### src/rtl/rs_alloc_issue.sv
// rs_alloc_issue: allocate / wakeup / issue buffer with lowest-index priority selection.
// Optional macro RS_FREECNT_EN adds the registered free-entry counter output free_cnt.
module rs_alloc_issue #(
  parameter int ENTSEL = 2,
  parameter int ENTNUM = 4,
  parameter int DATAW  = 32
) (
  input  logic              clk,
  input  logic              reset,
  input  logic              we,
  input  logic [DATAW-1:0]  wdata,
  input  logic              wready,
  output logic              alloc_ok,
  output logic [ENTSEL-1:0] alloc_idx,
  output logic              full,
  input  logic              wakeup_en,
  input  logic [ENTSEL-1:0] wakeup_idx,
  output logic              issue_valid,
  output logic [ENTSEL-1:0] issue_idx,
  output logic [DATAW-1:0]  issue_data,
  input  logic              issue_ack
`ifdef RS_FREECNT_EN
  ,
  output logic [ENTSEL:0]   free_cnt
`endif
);

  logic [ENTNUM-1:0] busy_q, busy_d;
  logic [ENTNUM-1:0] ready_q, ready_d;
  logic [DATAW-1:0]  payload_q [ENTNUM];
  logic [DATAW-1:0]  payload_d [ENTNUM];
  logic [ENTNUM-1:0] free_vec;
  logic [ENTNUM-1:0] issue_vec;
  logic              issue_fire;

  always_comb begin
    free_vec    = ~busy_q;
    issue_vec   = busy_q & ready_q;
    full        = &busy_q;
    issue_valid = |issue_vec;
    alloc_idx   = '0;
    issue_idx   = '0;
    // Descending scan so the lowest set index is the last one written.
    for (int i = ENTNUM - 1; i >= 0; i--) begin
      if (free_vec[i]) alloc_idx = ENTSEL'(i);
      if (issue_vec[i]) issue_idx = ENTSEL'(i);
    end
    issue_data = issue_valid ? payload_q[issue_idx] : '0;
    alloc_ok   = we & ~full;
    issue_fire = issue_ack & issue_valid;
  end

  always_comb begin
    busy_d    = busy_q;
    ready_d   = ready_q;
    payload_d = payload_q;
    if (wakeup_en && busy_q[wakeup_idx]) ready_d[wakeup_idx] = 1'b1;
    if (alloc_ok) begin
      busy_d[alloc_idx]    = 1'b1;
      ready_d[alloc_idx]   = wready;
      payload_d[alloc_idx] = wdata;
    end
    // Applied last so an acknowledged entry stays free even if woken this cycle.
    if (issue_fire) begin
      busy_d[issue_idx]  = 1'b0;
      ready_d[issue_idx] = 1'b0;
    end
  end

  always_ff @(posedge clk) begin
    if (!reset) begin
      busy_q  <= '0;
      ready_q <= '0;
    end else begin
      busy_q  <= busy_d;
      ready_q <= ready_d;
    end
    payload_q <= payload_d;
  end

`ifdef RS_FREECNT_EN
  logic [ENTSEL:0] free_cnt_q, free_cnt_d;

  always_comb begin
    free_cnt_d = free_cnt_q;
    if (alloc_ok && !issue_fire) free_cnt_d = free_cnt_q - (ENTSEL+1)'(1);
    else if (issue_fire && !alloc_ok) free_cnt_d = free_cnt_q + (ENTSEL+1)'(1);
  end

  always_ff @(posedge clk) begin
    if (!reset) free_cnt_q <= (ENTSEL+1)'(ENTNUM);
    else        free_cnt_q <= free_cnt_d;
  end

  assign free_cnt = free_cnt_q;
`endif

endmodule

### config.mk
export PLATFORM = sky130hd
export DESIGN_NAME = rs_alloc_issue
export DESIGN_NICKNAME = d
export VERILOG_FILES = /design/src/rtl/rs_alloc_issue.sv
export SDC_FILE = /design/constraint.sdc
export NUM_CORES = 1
export LEC_CHECK = 0
export BUFFER_PORTS_ARGS = -buffer_cell sky130_fd_sc_hd__buf_2
export CAP_MARGIN = 20
export CORE_UTILIZATION = 50
export DETAILED_ROUTE_END_ITERATION = 7
export HOLD_SLACK_MARGIN = 0.08
export PLACE_DENSITY = 0.79
export SYNTH_ARGS = -nofsm -noshare
export SYNTH_HDL_FRONTEND = slang
export SYNTH_SLANG_ARGS = --single-unit
### constraint.sdc
create_clock -name clk -period 3.2 [get_ports clk]
set_input_delay 0 -clock clk [delete_from_list [all_inputs] [get_ports clk]]
set_output_delay 0 -clock clk [all_outputs]
set_load 0.02 [all_outputs]
Yosys cells after proc, flatten, opt, wreduce, memory -nomap -nowiden
Cells that the tools add are included.
{"block": "classes", "magnitude_cmp": 9, "muxes": 29, "bitwise_logic": 12, "reduce_logical": 7}
{"op": "bitwise mux 128 bit", "count": 1}
{"op": "2-to-1 mux 32 bit", "count": 4}
{"op": "binary-select mux 32 bit (select 2 bit)", "count": 1}
{"op": "demux 32 bit (select 2 bit)", "count": 1}
{"op": "2-to-1 mux 4 bit", "count": 5}
{"op": "2-to-1 mux 2 bit", "count": 8}
{"op": "bitwise AND 4 bit", "count": 3}
{"op": "< comparator 2 x 3 -> 1 bit, second input constant", "count": 3}
{"op": "NOT 4 bit", "count": 2}
{"op": "OR 4 bit", "count": 2}
{"op": "demux 1 bit (select 2 bit)", "count": 3}
{"op": ">= comparator 2 x 1 -> 1 bit, second input constant", "count": 3}
{"op": ">= comparator 3 bit, second input constant", "count": 2}
{"op": "NOT 2 -> 3 bit", "count": 2}
{"op": "logical AND 1 bit", "count": 5}
{"op": "bitwise mux 4 bit", "count": 1}
{"op": "2-to-1 mux 1 bit", "count": 4}
{"op": "AND reduction 4 bit", "count": 1}
{"op": "OR reduction 4 bit", "count": 1}
{"op": "< comparator 3 x 1 -> 1 bit, second input constant", "count": 1}
{"op": "bitwise AND 1 bit", "count": 2}
{"op": "binary-select mux 1 bit (select 2 bit)", "count": 1}
{"op": "NOT 1 bit", "count": 1}
{"block": "totals", "register_bits": 136, "input_bits": 40, "output_inout_bits": 39, "wordCells": 63}

Longest topological paths before layout
{"block": "logic_depth", "ltp_word": 13, "mapped_depth": 6, "depth_no_buf": 3}

Worst setup path after synthesis
Ideal clock, no wire load.
{"block": "synth_path", "path_kind": "reg2reg", "startpoint": "reg busy_q[0]", "endpoint": "reg payload_q[0] (netlist bit), enable pin", "setup_time_ps": 421, "t_arrival_ps": 2105, "required_time_ps": 2779, "path_slack_ps": 673, "path_stages_with_launch": 4, "path_buffers": 1, "path_cell_list": "dfxtp_1 clkbuf_1 nand3_1 nor2_1"}
{"block": "synth_between", "elab_chain_len": 3}
{"item": "from (decl)", "line_no": "28", "text": "logic [ENTNUM-1:0] busy_q, busy_d;"}
{"item": "from (signal assigned)", "line_no": "75", "text": "busy_q <= busy_d;"}
{"item": "AND reduction 4 bit", "line_no": "39", "text": "full = &busy_q;"}
{"item": "NOT 1 bit", "line_no": "49", "text": "alloc_ok = we & ~full;"}
{"item": "bitwise AND 1 bit", "line_no": "49"}
{"item": "to (signal assigned)", "line_no": "78", "text": "payload_q <= payload_d;"}
{"item": "to (decl)", "line_no": "30", "text": "logic [DATAW-1:0] payload_q [ENTNUM];"}
Every way passes these cells.
A chain may end at the register's enable or synchronous reset.

Worst setup path after layout
{"block": "layout_path", "startpoint": "reg busy_q[0]", "endpoint": "out issue_data[1]"}
{"block": "layout_between", "elab_chain_len": 7, "elab_cells_between_ends": 8, "classes_between": "mux (5); bitwise (2); reduce/logical (1)"}
{"item": "bitwise AND 4 bit *", "line_no": "38", "text": "issue_vec = busy_q & ready_q;"}
{"item": "2-to-1 mux 2 bit", "line_no": "46", "text": "if (issue_vec[i]) issue_idx = ENTSEL'(i);"}
{"item": "NOT 2 -> 3 bit (not written as such)", "line_no": "48", "text": "issue_data = issue_valid ? payload_q[issue_idx] : '0;"}
{"item": "binary-select mux 32 bit (select 2 bit)", "line_no": "48"}
{"item": "2-to-1 mux 32 bit (not written as such) (2 in series)", "line_no": "48"}
{"item": "2-to-1 mux 32 bit *", "line_no": "48"}
{"item": "to (decl)", "line_no": "20", "text": "output logic [DATAW-1:0] issue_data,"}
Every way passes the cells marked *; elsewhere a longest branch is shown, timed or not. The select of a mux whose other input is x is not followed.

==> reports/qor.csv <==
metric,value,unit
PD cells,602,nW/um^2
clock skew,0.00667,ns
nets@finish,541,
DRT iter0 DRCs,403,
clock tree sinks,136,
number of global-route vias before repair,3856,
worst-margin pin slew,1.07,ns
Worst-path clk slew,0.06,ns
share of cells above drive strength 1,23.7,%
Synth Cell Area,5400,um^2
total congestion overflow,0,
routed vias,3834,
DRC errors left,0,
"most common cell after layout, fill and taps aside",edfxtp_1,
P_leak,2.66,nW
crit path kind,flip-flop to output port,
largest net degree at the start of global routing,42,
Final Wtd Congestion,0.886,
max-cap violations,0,
Slew headroom,28.3,%
RR Startpoint,busy_q[0]$_SDFF_PN0_,
Post-synth EDFFs,128,
most frequent cells in the layout,"128 x edfxtp_1, 78 x buf_2, 68 x o21ai_0, 44 x dlygate4sd3_1, 40 x nand2_1",
Port-buffer cells,78,
post-CTS sizing,0,
Max Slew Vio Count,0,
fin crit share,82.5,%
syn_nets,423,
die height,106,um
Post-DP Area,5910,um^2
Synth Flop Type,edfxtp_1,
post-CTS setup buffer count,0,
status,"finished, final reports clean",
IO Pins,79,
n_diodes,0,
Synth cell types,34,
Post-Place Setup Slack,1.11,ns
Die X,106,um
critical path peak fanout,21,
Seq cells post-synth,136,
Synth async-reset ratio,0,%
Antenna Nets Post-Route,0,
mean post-synth cell area,14.1,um^2
Final Cell Area,6960,um^2
"Warnings, synthesis",0,
Worst Reg2Reg Path Length in Cells,4,
Vias/cell,5.90,
worst vdd ir,0.000375,V
H-tree Lvls,4,
final count of negative-setup-slack endpoints,0,
clk buf depth,2,
Storage cell area,4000,um^2
wire length per cell,19.7,um
Final TNS setup,0,ns
crit path capture type,output port,
Root Buffer,clkbuf_8,
row cnt,37,
worst hold start,we,
core area,10400,um^2
"Seq/Total Area, Yosys",74.2,%
die area,11200,um^2
total routed wirelength,12.8,mm
CP arrival,2.64,ns
Filler Cells Inserted,705,
synth top area cells,"edfxtp_1 71%, o21ai_0 6.3%, a311oi_1 5.4%, and3_1 3.9%, dfxtp_1 3.0%",
worst hold-check path type,input pin to flip-flop,
Final Hold Violating Endpoints,0,
worst setup margin,0.558,ns
All-Layer GR Usage,24.1,%
Initial Util,51.8,%
crit path time final,2.64,ns
first-pass GRT wire length,20.1,mm
fmax,379,MHz
CTS buffer count,17,
Synth top area share,71.2,%
HPWL after DPL,6.72,mm
Area Growth Syn to Fin,29.0,%
final core utilization,66.8,%
Worst-Skew Late Latency,0.51,ns
crit start category,flip-flop,
hold depth,4,
CTS tree,done,
Gate Count Post-Synth,383,
initial antenna violation count,0,
worst setup path startpoint,busy_q[0]$_SDFF_PN0_,
WP data required,3.20,ns
RSZ-0062 raised after global routing,no,
Design Power,0.00419,W
Synth area leader,edfxtp_1,
first drt pass iteration count,5,
multi-input combinational cell area,1270,um^2
registers in the layout (all words and copies together), names as in the netlist:
| register | flops |
|---|---|
| ready_q | 4 |
| payload_q | 128 |
| busy_q | 4 |
power by group:
| part | switching, W | internal, W |
|---|---|---|
| registers | 0.0000184 | 0.00201 |
| clock network | 0.000730 | 0.00120 |
| logic | 0.000148 | 0.0000929 |
| total | 0.000897 | 0.00329 |
Yosys cell counts (all sizes together) (2+ instances only):
master    n
dfxtp     8
nand2    40
nand3     4
nor2b     2
clkbuf   19
nor2      5
nor3      3
and2      3
o21ai    69
and3     34
edfxtp  128
inv       3
buf      12
a311oi   33
a21oi     5
metal layers:
layer	routed length, um	track usage, %
met1	5110	29.7
met2	6550	40.3
met3	814	5.82
met4	312	11.4
met5	0	0
logic make-up after synthesis:
logic type      synth area share (%)
compound gates                  13.3
flops                           74.2
mux                            0.209
buf+inv                         2.78
simple gates                    9.48
per-stage QoR:
stage	hold WS [ns]	instances
final	0.150	650
after floorplan	0.0894	383
after global placement	0.210	572
after global routing	0.162	650
after CTS	0.102	649
after detailed placement	0.215	573
area by class of cell:
cell class | instances | share of cell area (%)
well taps | 136 | 2.45
multi-input cells | 213 | 18.2
clock inverters | 13 | 2.41
inverters | 3 | 0.162
repair buffers | 130 | 13.2
flip-flops and latches | 136 | 57.5
clock buffers | 19 | 6.06
critical path, stage by stage, from the launching register on:
cell	delay, ns
dfxtp_1	0.55
and2_1	0.69
buf_4	0.41
nand2_1	0.10
o21ai_0	0.14
buf_2	0.23
repair_timing:
item / 4_1_cts / 5_1_grt
endpoints found under the setup margin: 0 / 0
hold buffers: 44 / 0
hold endpoints to repair: 136 / 0
path summary, 6_finish.rpt:
kind	end	slack, ns
max	issue_data[1]	0.56
min	busy_q[3]$_SDFF_PN0_	0.15
max reg2reg	busy_q[0]$_SDFF_PN0_	0.77
min reg2reg	busy_q[1]$_SDFF_PN0_	0.60
Note: power is estimated with default switching activity, not from simulation.
